==> src/rtl/me_pkg.sv <==
// me_pkg: state encoding and parameter defaults shared by the CTU motion-estimation scheduler.
package me_pkg;

  localparam int CTU_W_DEFAULT       = 7;
  localparam int WDOG_CYCLES_DEFAULT = 4095;

  localparam logic [2:0] ST_IDLE  = 3'd0;
  localparam logic [2:0] ST_LOAD  = 3'd1;
  localparam logic [2:0] ST_START = 3'd2;
  localparam logic [2:0] ST_RUN   = 3'd3;
  localparam logic [2:0] ST_OUT   = 3'd4;
  localparam logic [2:0] ST_NEXT  = 3'd5;
  localparam logic [2:0] ST_DONE  = 3'd6;

endpackage

==> src/rtl/ctu_me_wdog.sv <==
// ctu_me_wdog: counts RUN cycles since RUN entry and flags the cycle in which the limit is reached.
module ctu_me_wdog
  import me_pkg::*;
#(
  parameter int unsigned LIMIT = WDOG_CYCLES_DEFAULT
) (
  input  logic clk,
  input  logic rst_n,
  input  logic clear,
  input  logic run,
  output logic expired
);

  localparam int CW = $clog2(LIMIT + 1);
  localparam logic [CW-1:0] LIMIT_M1 = CW'(LIMIT - 1);
  localparam logic [CW-1:0] ONE      = CW'(1);

  logic [CW-1:0] count;

  always_ff @(posedge clk or negedge rst_n) begin
    if (!rst_n) begin
      count <= '0;
    end else if (clear) begin
      count <= '0;
    end else if (run) begin
      count <= count + ONE;
    end
  end

  // count holds completed RUN cycles, so the current cycle is the LIMIT-th one at LIMIT-1
  assign expired = run && (count == LIMIT_M1);

endmodule

==> src/rtl/ctu_me_sched.sv <==
// ctu_me_sched: walks a frame in raster CTU order, sequencing load, PE-array search and result output.
// Defining CTU_ME_WDOG_EN adds a RUN-state watchdog that raises err_timeout and returns to IDLE.
module ctu_me_sched
  import me_pkg::*;
#(
  parameter int CTU_W       = CTU_W_DEFAULT,
  parameter int WDOG_CYCLES = WDOG_CYCLES_DEFAULT
) (
  input  logic             clk,
  input  logic             rst_n,
  input  logic             frame_start,
  input  logic [CTU_W-1:0] frame_w_ctu,
  input  logic [CTU_W-1:0] frame_h_ctu,
  input  logic             abort,
  output logic             load_req,
  input  logic             load_done,
  output logic             begin_prepare,
  input  logic             me_done,
  output logic             res_valid,
  input  logic             res_ready,
  output logic [CTU_W-1:0] ctu_x,
  output logic [CTU_W-1:0] ctu_y,
  output logic             busy,
  output logic             frame_done,
  output logic             err_timeout
);

  localparam logic [CTU_W-1:0] ONE = CTU_W'(1);

  logic [2:0]       state, state_nxt;
  logic [CTU_W-1:0] w_q, h_q, w_nxt, h_nxt;
  logic [CTU_W-1:0] x_nxt, y_nxt;
  logic             wdog_expired;

  always_comb begin
    state_nxt = state;
    w_nxt     = w_q;
    h_nxt     = h_q;
    x_nxt     = ctu_x;
    y_nxt     = ctu_y;
    case (state)
      ST_IDLE: begin
        if (frame_start && (frame_w_ctu != '0) && (frame_h_ctu != '0)) begin
          w_nxt     = frame_w_ctu;
          h_nxt     = frame_h_ctu;
          x_nxt     = '0;
          y_nxt     = '0;
          state_nxt = ST_LOAD;
        end
      end
      ST_LOAD:  if (load_done) state_nxt = ST_START;
      ST_START: state_nxt = ST_RUN;
      ST_RUN: begin
        if (me_done) state_nxt = ST_OUT;
        else if (wdog_expired) state_nxt = ST_IDLE;
      end
      ST_OUT:   if (res_ready) state_nxt = ST_NEXT;
      ST_NEXT: begin
        if (ctu_x < w_q - ONE) begin
          x_nxt     = ctu_x + ONE;
          state_nxt = ST_LOAD;
        end else begin
          x_nxt     = '0;
          y_nxt     = ctu_y + ONE;
          state_nxt = (ctu_y == h_q - ONE) ? ST_DONE : ST_LOAD;
        end
      end
      ST_DONE:  state_nxt = ST_IDLE;
      default:  state_nxt = ST_IDLE;
    endcase
    // abort overrides every other event in a busy state
    if (abort && (state != ST_IDLE)) state_nxt = ST_IDLE;
  end

  always_ff @(posedge clk or negedge rst_n) begin
    if (!rst_n) begin
      state         <= ST_IDLE;
      w_q           <= '0;
      h_q           <= '0;
      ctu_x         <= '0;
      ctu_y         <= '0;
      load_req      <= 1'b0;
      begin_prepare <= 1'b0;
      res_valid     <= 1'b0;
      busy          <= 1'b0;
      frame_done    <= 1'b0;
    end else begin
      state         <= state_nxt;
      w_q           <= w_nxt;
      h_q           <= h_nxt;
      ctu_x         <= x_nxt;
      ctu_y         <= y_nxt;
      load_req      <= (state_nxt == ST_LOAD);
      begin_prepare <= (state_nxt == ST_START);
      res_valid     <= (state_nxt == ST_OUT);
      busy          <= (state_nxt != ST_IDLE);
      frame_done    <= (state_nxt == ST_DONE);
    end
  end

`ifdef CTU_ME_WDOG_EN
  logic wdog_clear, wdog_run;

  assign wdog_run   = (state == ST_RUN);
  assign wdog_clear = (state != ST_RUN) && (state_nxt == ST_RUN);

  ctu_me_wdog #(
    .LIMIT(WDOG_CYCLES)
  ) u_wdog (
    .clk    (clk),
    .rst_n  (rst_n),
    .clear  (wdog_clear),
    .run    (wdog_run),
    .expired(wdog_expired)
  );

  // me_done and abort both take precedence over a timeout in the same cycle
  always_ff @(posedge clk or negedge rst_n) begin
    if (!rst_n) err_timeout <= 1'b0;
    else        err_timeout <= wdog_expired && !me_done && !abort;
  end
`else
  assign wdog_expired = 1'b0;
  assign err_timeout  = 1'b0;
`endif

endmodule

==> config.mk <==
export PLATFORM = sky130hd
export DESIGN_NAME = ctu_me_sched
export DESIGN_NICKNAME = d
export VERILOG_FILES = /design/src/rtl/me_pkg.sv /design/src/rtl/ctu_me_wdog.sv /design/src/rtl/ctu_me_sched.sv
export SDC_FILE = /design/constraint.sdc
export NUM_CORES = 1
export LEC_CHECK = 0
export CAP_MARGIN = 20
export CORE_MARGIN = 2
export CORE_UTILIZATION = 56
export DETAILED_ROUTE_END_ITERATION = 6
export PLACE_DENSITY = 0.94
export SLEW_MARGIN = 20
export SYNTH_ARGS = -nofsm -noshare
export SYNTH_HDL_FRONTEND = slang
export SYNTH_SLANG_ARGS = --single-unit
==> constraint.sdc <==
create_clock -name clk -period 4.7 [get_ports clk]
set_input_delay 0.94 -clock clk [delete_from_list [all_inputs] [get_ports clk]]
set_output_delay 0.94 -clock clk [all_outputs]
set_load 0.02 [all_outputs]
==> results of run 1 <==
-- placed cells by master, fill, tap and decap left out, drive strengths merged, types with 4 or more instances in the layout --
| master | n |
|---|---|
| nand2 | 49 |
| clkdlybuf4s50 | 39 |
| dfrtp | 36 |
| nor2 | 18 |
| o21ai | 16 |
| xor2 | 11 |
| a21oi | 11 |
| ha | 10 |
| nand3 | 8 |
| nor3 | 7 |
| clkbuf | 6 |
| inv | 5 |
| xnor2 | 5 |
| nand4 | 5 |
| nand2b | 4 |
-- flip-flops by register name (all words and copies together) (netlist names) --
signal         count
ctu_y              7
state              3
begin_prepare      1
w_q                7
load_req           1
res_valid          1
busy               1
frame_done         1
ctu_x              7
h_q                7
-- tightest hold or removal path: cells and delay by family (launching register included) --
family        cells  cell delay (ns)
flops             1             0.37
simple gates      2             0.11
-- layer usage --
metal  vias up  track usage, %  part of all wire, %
li1        935               -                    -
met1       937            31.1                   42
met2        56            43.3                   52
met3         2            5.74                  5.1
met4         0            5.87                 0.63
met5         -               0                    0
-- worst min path at each step --
stage / cells past startpoint / startpoint / slack, ns / end
floorplan: 2 / w_q[6] / 0.47 / w_q[6]
global placement: 2 / w_q[6] / 0.48 / w_q[6]
detailed placement: 2 / w_q[6] / 0.49 / w_q[6]
CTS: 2 / w_q[6] / 0.51 / w_q[6]
global route: 2 / w_q[6] / 0.54 / w_q[6]
finish: 2 / w_q[6] / 0.50 / w_q[6]
-- power by group through the flow --
stage	Clock [uW]	Sequential (uW)	Combinational [uW]
2_1_floorplan	0	477	434
3_3_place_gp	0	493	537
3_5_place_dp	0	496	569
4_1_cts	269	493	574
5_1_grt	285	509	636
6_report	267	493	572
-- kinds of logic after synthesis --
logic type	Yosys count	synth area share, %
XOR/XNOR	16	6.39
multiplexers	2	0.912
adder cells (fa/ha/maj)	10	5.70
AND/OR/NAND/NOR	119	28.1
other	1	0.171
buffers and inverters	16	3.65
AO/OA/AOI/OAI	47	14.1
flip-flops	36	41.0
-- final cells by class --
class / count / area share [%]
tap: 48 / 2.22
multi-input combinational: 195 / 44.8
clock inverter: 2 / 1.29
timing repair buffer: 41 / 15.0
sequential: 36 / 33.2
clock buffer: 6 / 2.68
inverter: 6 / 0.831
-- metrics by stage --
stage | setup slack (ns) | area [sq um]
after floorplan | 2.06 | 2190
after global placement | 1.41 | 2600
after detailed placement | 1.33 | 2600
after CTS | 1.64 | 2710
after global routing | 1.50 | 2710
final | 1.61 | 2710
==> flow_results.org, run 1 <==
** Final layout
- The filler cells instantiated in the layout total 277.
- The sequential cells in the finished layout cover a total of 901 sq um.
- Fraction of final layout cells sized beyond drive strength 1 :: 7.34%
- Leaving out filler cells and counting taps, the final layout contains 334.
- Post-Route Utilization :: 72.9%
- The repair_antennas step left the layout with diodes totalling 0.
- From synthesis to final layout, the design area changed by 23.5%.
- The multi-input combinational cells in the finished layout cover a total of 0.00121 sq mm.
- The net count of the finished layout is 316.

** Power
- The internal portion of the total power is 802 uW.
- Proportion of power drawn by flip-flops and latches :: 37.1%
- Switching part of the total power :: 39.8%
- Of the total power, combinational logic draws 42.9%.
- The worst-case IR drop observed on VDD is 0.374 mV.
- Total chip power :: 1330 uW
- Net Sw Power :: 529 uW
- For this design the ratio of total power to cell area is 491 mW/mm^2.
- Share of power burned in the clock network :: 20.0%
- In this run the static leakage power is 0.00118 uW.

** Worst setup path
- Worst setup path start :: frame_w_ctu[2]
- Maximum fanout count along the critical path :: 16
- The worst setup path is of the input pin to flop kind.
- Cell count along the critical path :: 7
- R2R Path End :: load_req
- Broken down by cell family, the worst path's largest delay share belongs to simple AND/OR/NAND/NOR gates.
- Bufs and invs on worst path :: 1
- The worst register-to-register path begins at w_q[0].
- Data arrives at the worst endpoint at 3.28 ns.
- Required time worst endpoint :: 4.89 ns
- In this run the register-to-register setup slack is 1.70 ns.
- Slowest cell on the critical path :: sky130_fd_sc_hd__or2_1
- Cell count of the worst reg-to-reg path :: 11
- The critical path ends at load_req.
- Sort of element at the end of the critical path :: flop
- Startpoint type of the worst setup path :: input pin
- The signal on the critical path passes through clkdlybuf4s50_1 > or4_1 > nor4_1 > or2_1 > o221a_2 > a31oi_1 > and3_1.
- In this design, the stage delay of the slowest critical-path cell is 0.53 ns.

** Placed design
- Number of port buffers :: 39
- Total instance count after detailed placement :: 326
- The wire-length estimate of the detail-placed layout is 3620 um.
- The congestion estimate from routability-driven global placement came to 0.796.

** Clocking
- The number of clock buffers added by TritonCTS is 5.
- Number of H-tree levels :: 2
- After clock tree synthesis, the setup repair step added 0 buffers.
- The longest clock path from root to sink contains 2 buffers.
- Clock latency on the worst-skew pair :: 0.29 ns
- Buffers inserted to repair hold after CTS numbered 0.
- Number of clock sinks :: 36
- The tree is rooted in a sky130_fd_sc_hd__clkbuf_8.
- Clock tree from TritonCTS :: built
- Clock-pin slew was measured on the worst setup and hold paths at 0.07 ns.
- In this run, post-CTS repair resized a total of 0 instances.

** Floorplan
- Area of the die :: 0.00444 sq mm
- Vert. Die Dim :: 66.6 um
- Width of the die :: 66.6 um
- The region available for standard cell placement spans 0.00372 sq mm.
- Number of ports placed on the die boundary :: 41
- The floorplan has 22 rows.
- Initial cell density of the core :: 59.1%

** STA
- The number of slew-limit violations in the final report is 0.
- The worst pin sits at a relative slew slack of 62.0%.
- For the pin with the worst max-slew slack, the measured transition is 0.570 ns.
- Hold Slack :: 0.505 ns
- For the final routed database, the setup TNS stands at 0 ns.
- Setup violations remaining at the end of the flow were counted as 0.
- Worst Skew :: 0.00818 ns
- Derived from the worst setup path, the maximum achievable clock frequency is 0.324 GHz.
- Subtracting the final worst setup slack from the clock period gives 3.09 ns.
- Count of endpoints failing hold in the final timing report :: 0
- After layout, the worst path uses 65.7% of the clock period.
- Setup repair after global routing left no endpoint under its margin.

** Drt
- Violation count after the first detailed-route iteration :: 153
- Vias :: 1,930
- After detailed routing, the number of vias per cell comes to 5.78.
- Residual DRC :: 0
- Number of nets still failing antenna checks after routing :: 0
- The routed design has 4880 um of wire.
- Dividing the detail-routed wire length by the instance count gives 14.6 um.
- First drt pass iteration count :: 4

** Synth
- The number of nets in the synthesized netlist is 278.
- Post-Syn Instances :: 247
- Post-Syn Area per Cell :: 8.89 sq um
- Sequential element share of the synthesized area :: 41.0%
- Fraction of registers with async set or reset after synthesis :: 100%
- sky130_fd_sc_hd__nand2_1 is the most common cell in the netlist.
- The top cell type by area accounts for 41.0% of the synthesized area.
- Post-synthesis sequential element count :: 36
- sky130_fd_sc_hd__dfrtp_1 takes more of the synthesized area than any other cell.
- Number of distinct library cell variants in the gate-level netlist after synthesis :: 54
- In the post-synthesis netlist, the biggest area contributors are sky130_fd_sc_hd__dfrtp_1, sky130_fd_sc_hd__nand2_1, sky130_fd_sc_hd__ha_1.
- The commonest cells after synthesis are sky130_fd_sc_hd__nand2_1, sky130_fd_sc_hd__dfrtp_1, sky130_fd_sc_hd__nor2_1.
- Number of enable-type register cells in the synthesized netlist :: 0
- Most instantiated flip-flop cell in the synthesis netlist :: sky130_fd_sc_hd__dfrtp_1
- Ys Warns :: 0
- Synthesized area :: 0.00219 sq mm

** Run status
- Outcome :: finished, final reports clean

** Min path
- Worst min-delay path category :: flop to flop

** GRT
- Entering global routing, the biggest net connects 37 pins.
- Wire length of the first global-routing pass :: 8360 um
- Initial antenna violation count :: 0
- The number of global-route vias before repair came to 1,892.
- Global routing used 24.8% of the available tracks across all layers.
- For this run the aggregate overflow at the end of global routing stands at 0.

** Run
- Max-Cap Viols :: 0
(Power assumes the default switching activity.)
==> inputs of run 2 (changes only) <==
CORE_UTILIZATION = 52   (was 56)
PLACE_DENSITY = 0.89   (was 0.94)
clock period = 2.95 ns   (was 4.7 ns; I/O delays follow)
==> flow_results.org, run 2 (synthesis results as in run 1) <==
** GRT
- Vias in the first global route :: 1,871 (-1.1%)
- Global router's overall resource usage :: 24.4% (-0.41 points)
- The final global-route overflow total was 0 (unchanged).
- Pin count of the biggest net entering global routing :: 37 (unchanged)
- Wire length of the first global-routing pass :: 8520 um (+1.9%)
- Initial antenna violation count :: 0 (unchanged)

** STA
- The count of final hold-check violations was 0 (unchanged).
- Pins Over Slew Limit :: 0 (unchanged)
- The final sum of negative setup slack is 0 ns (unchanged).
- The number of endpoints failing setup at the final stage was 0 (unchanged).
- Worst Skew :: 0.00841 ns (+0.000239 ns)
- Final critical delay including setup and external delays :: 2.75 ns
- Maximum clock frequency :: 0.363 GHz
- Setup repair after global routing left no endpoint under its margin.
- Dividing the final minimum period by the clock period gives 93.3%.

** Worst setup path
- The data required time at the worst endpoint came to 3.15 ns (-1.74 ns).
- STA classifies the critical path endpoint as a flop.
- Worst setup path start :: w_q[0]
- R2R Path End :: state[1]
- Startpoint type of the worst setup path :: flop
- Critical path's largest stage delay :: 0.57 ns (+0.04 ns)
- Broken down by cell family, the worst path's largest delay share belongs to simple AND/OR/NAND/NOR gates.
- Bufs and invs on worst path :: 2 (+1)
- The number of cells on the worst reg-to-reg path is 11 (unchanged).
- Critical path data arrival time :: 2.96 ns (-0.32 ns)
- Worst setup path endpoint :: state[1]
- Reg-to-reg setup timing slack :: 0.20 ns (-1.50 ns)
- Worst reg2reg path startpoint :: w_q[0]
- The worst setup path is of the flop to flop kind.
- Traced cell by cell, the critical path runs through inv_1 > ha_1 > nand3b_1 > xor2_1 > ha_1 > nand2_1 > o21a_1 > a21oi_2 > clkinv_1 > or4b_1 > a21oi_1.
- Maximum fanout count along the critical path :: 3 (-13)
- The cell that appears most often on the critical path is sky130_fd_sc_hd__ha_1.
- Slowest cell on the critical path :: sky130_fd_sc_hd__or4b_1
- Cell count along the critical path :: 11 (+4)

** Clocking
- Number of clock sinks :: 36 (unchanged)
- The clock latency at the later pin of the worst-skew pair is 0.29 ns (about the same).
- The number of hold buffers added after cts came to 0 (unchanged).
- Worst-case clock buffer depth :: 2 (unchanged)
- The number of cells upsized or downsized after cts was 0 (unchanged).
- Clock tree from TritonCTS :: built
- Post-CTS setup repair buffer count :: 0 (unchanged)
- Clock transition at the register clock pins on the worst setup and hold paths after CTS :: 0.07 ns (about the same)
- Library cell used as clock root buffer :: sky130_fd_sc_hd__clkbuf_8
- The number of buffers inserted during clock tree synthesis was 5 (unchanged).
- The deepest level of the CTS H-tree is 2 (unchanged).

** Floorplan
- Core Footprint :: 0.00403 sq mm (+8.4%)
- Width of the die :: 69.0 um (+3.6%)
- Number of ports placed on the die boundary :: 41 (unchanged)
- The area of the die is 0.00476 sq mm (+7.2%).
- The height of the die came to 69.0 um (+3.6%).
- The number of placement rows was 23 (+4.5%).
- The initial standard-cell utilization of the core was 54.5% (-4.6 points).

** Final layout
- Fraction of final layout cells sized beyond drive strength 1 :: 7.67% (+0.32 points)
- Leaving out fill and tap cells, the most frequent cell in the layout is sky130_fd_sc_hd__nand2_1.
- Number of inserted filler cells in the final layout :: 342 (+23%)
- The total number of nets in the final design was 318 (+0.63%).
- The number of diodes is 0 (unchanged).
- The post-route non-filler standard cell count is 337 (+0.90%).
- Leaving out fill and tap cells, the most frequent cells in the layout are sky130_fd_sc_hd__nand2_1, sky130_fd_sc_hd__clkdlybuf4s50_1, sky130_fd_sc_hd__dfrtp_1, sky130_fd_sc_hd__nor2_1.
- Area growth from synthesis to layout :: 22.9%

** Placed design
- Final GP Congestion :: 0.920 (+16%)
- Total instance count after detailed placement :: 330 (+1.2%)
- The quantity of I/O buffers inserted on ports came to 39 (unchanged).
- Total half-perimeter wirelength after legalization and detailed placement :: 3720 um (+2.9%)

** Run status
- Outcome :: finished, final reports clean

** Power
- The total power divided by cell area was 754 mW/mm^2 (+53%).
- Worst vdd rail ir drop :: 0.450 mV (+20%)
- The static power due to leakage came to 0.00118 uW (-0.36%).
- Total chip power :: 2030 uW (+53%)

** Drt
- Routed via count divided by cell count :: 5.71 (-1.2%)
- Residual DRC :: 0 (unchanged)
- First drt pass iteration count :: 4 (unchanged)
- The via total after detailed routing came to 1,924 (-0.31%).
- The number of antenna-violating nets in the routed design is 0 (unchanged).
- The iteration-0 DRC count of the detailed router came to 131 (-14%).
- Final wirelength :: 5020 um (+2.9%)
- The detail-routed net length per standard cell is 14.9 um (+2.0%).

** Min path
- Worst min-delay path category :: flop to flop
- Startpoint of the most critical hold path :: w_q[6]

** Run
- The max-cap check violation count is 0 (unchanged).
## run 2: changes by cell type in the layout (fill, tap and decap cells not counted)
cell                        previous run  this run
sky130_fd_sc_hd__buf_4                 2         4
sky130_fd_sc_hd__bufinv_16             1         0
## run 2: per-stage QoR
| step | util, % | instance area, sq um | hold WS (ns) | worst slack [ns] |
|---|---|---|---|---|
| 5_1_grt | 67.0 | 2700 | 0.570 | 0.00978 |
| 4_1_cts | 67.0 | 2700 | 0.537 | 0.205 |
| 2_1_floorplan | - | 2190 | 0.294 | 0.315 |
| 3_3_place_gp | 65.0 | 2620 | 0.498 | 0.313 |
| 6_report | 67.0 | 2700 | 0.526 | 0.196 |
| 3_5_place_dp | 65.0 | 2620 | 0.520 | 0.225 |
## run 2: power breakdown
group          internal [uW]  leakage [uW]  switching (uW)  total [uW]
combinational            413      0.000666             507         919
clock                    160     0.0000410             165         326
sequential               622      0.000473             167         788
## run 2: how the worst min path moves through the flow
stage | to | slack [ns] | depth (start not counted)
floorplan | begin_prepare | 0.29 | 0
global placement | w_q[6] | 0.50 | 2
detailed placement | w_q[6] | 0.52 | 2
CTS | w_q[6] | 0.54 | 2
global route | w_q[6] | 0.57 | 2
finish | w_q[6] | 0.53 | 2
## run 2: cell type report
| type | count | area, sq um | share of cell area (%) |
|---|---|---|---|
| clock buffer | 6 | 72.6 | 2.69 |
| clock inverter | 1 | 5.00 | 0.186 |
| timing repair buffer | 43 | 420 | 15.6 |
| inverter | 6 | 22.5 | 0.835 |
| sequential | 36 | 901 | 33.4 |
| multi-input combinational | 195 | 1210 | 45.0 |
| tap | 50 | 62.6 | 2.32 |
## run 2: routing by layer
| metal | up-vias | routed length (um) | global-route usage [%] |
|---|---|---|---|
| met1 | 906 | 2190 | 30.6 |
| li1 | 948 | - | - |
| met5 | - | 0 | 0 |
| met4 | 0 | 91 | 10.3 |
| met2 | 62 | 2450 | 40.0 |
| met3 | 8 | 297 | 6.17 |
## run 2: worst min-delay path, delay by kind of cell, from the launching register on
family,cells,cell delay [ns]
DFF,1,0.37
and+or+nand+nor,2,0.13
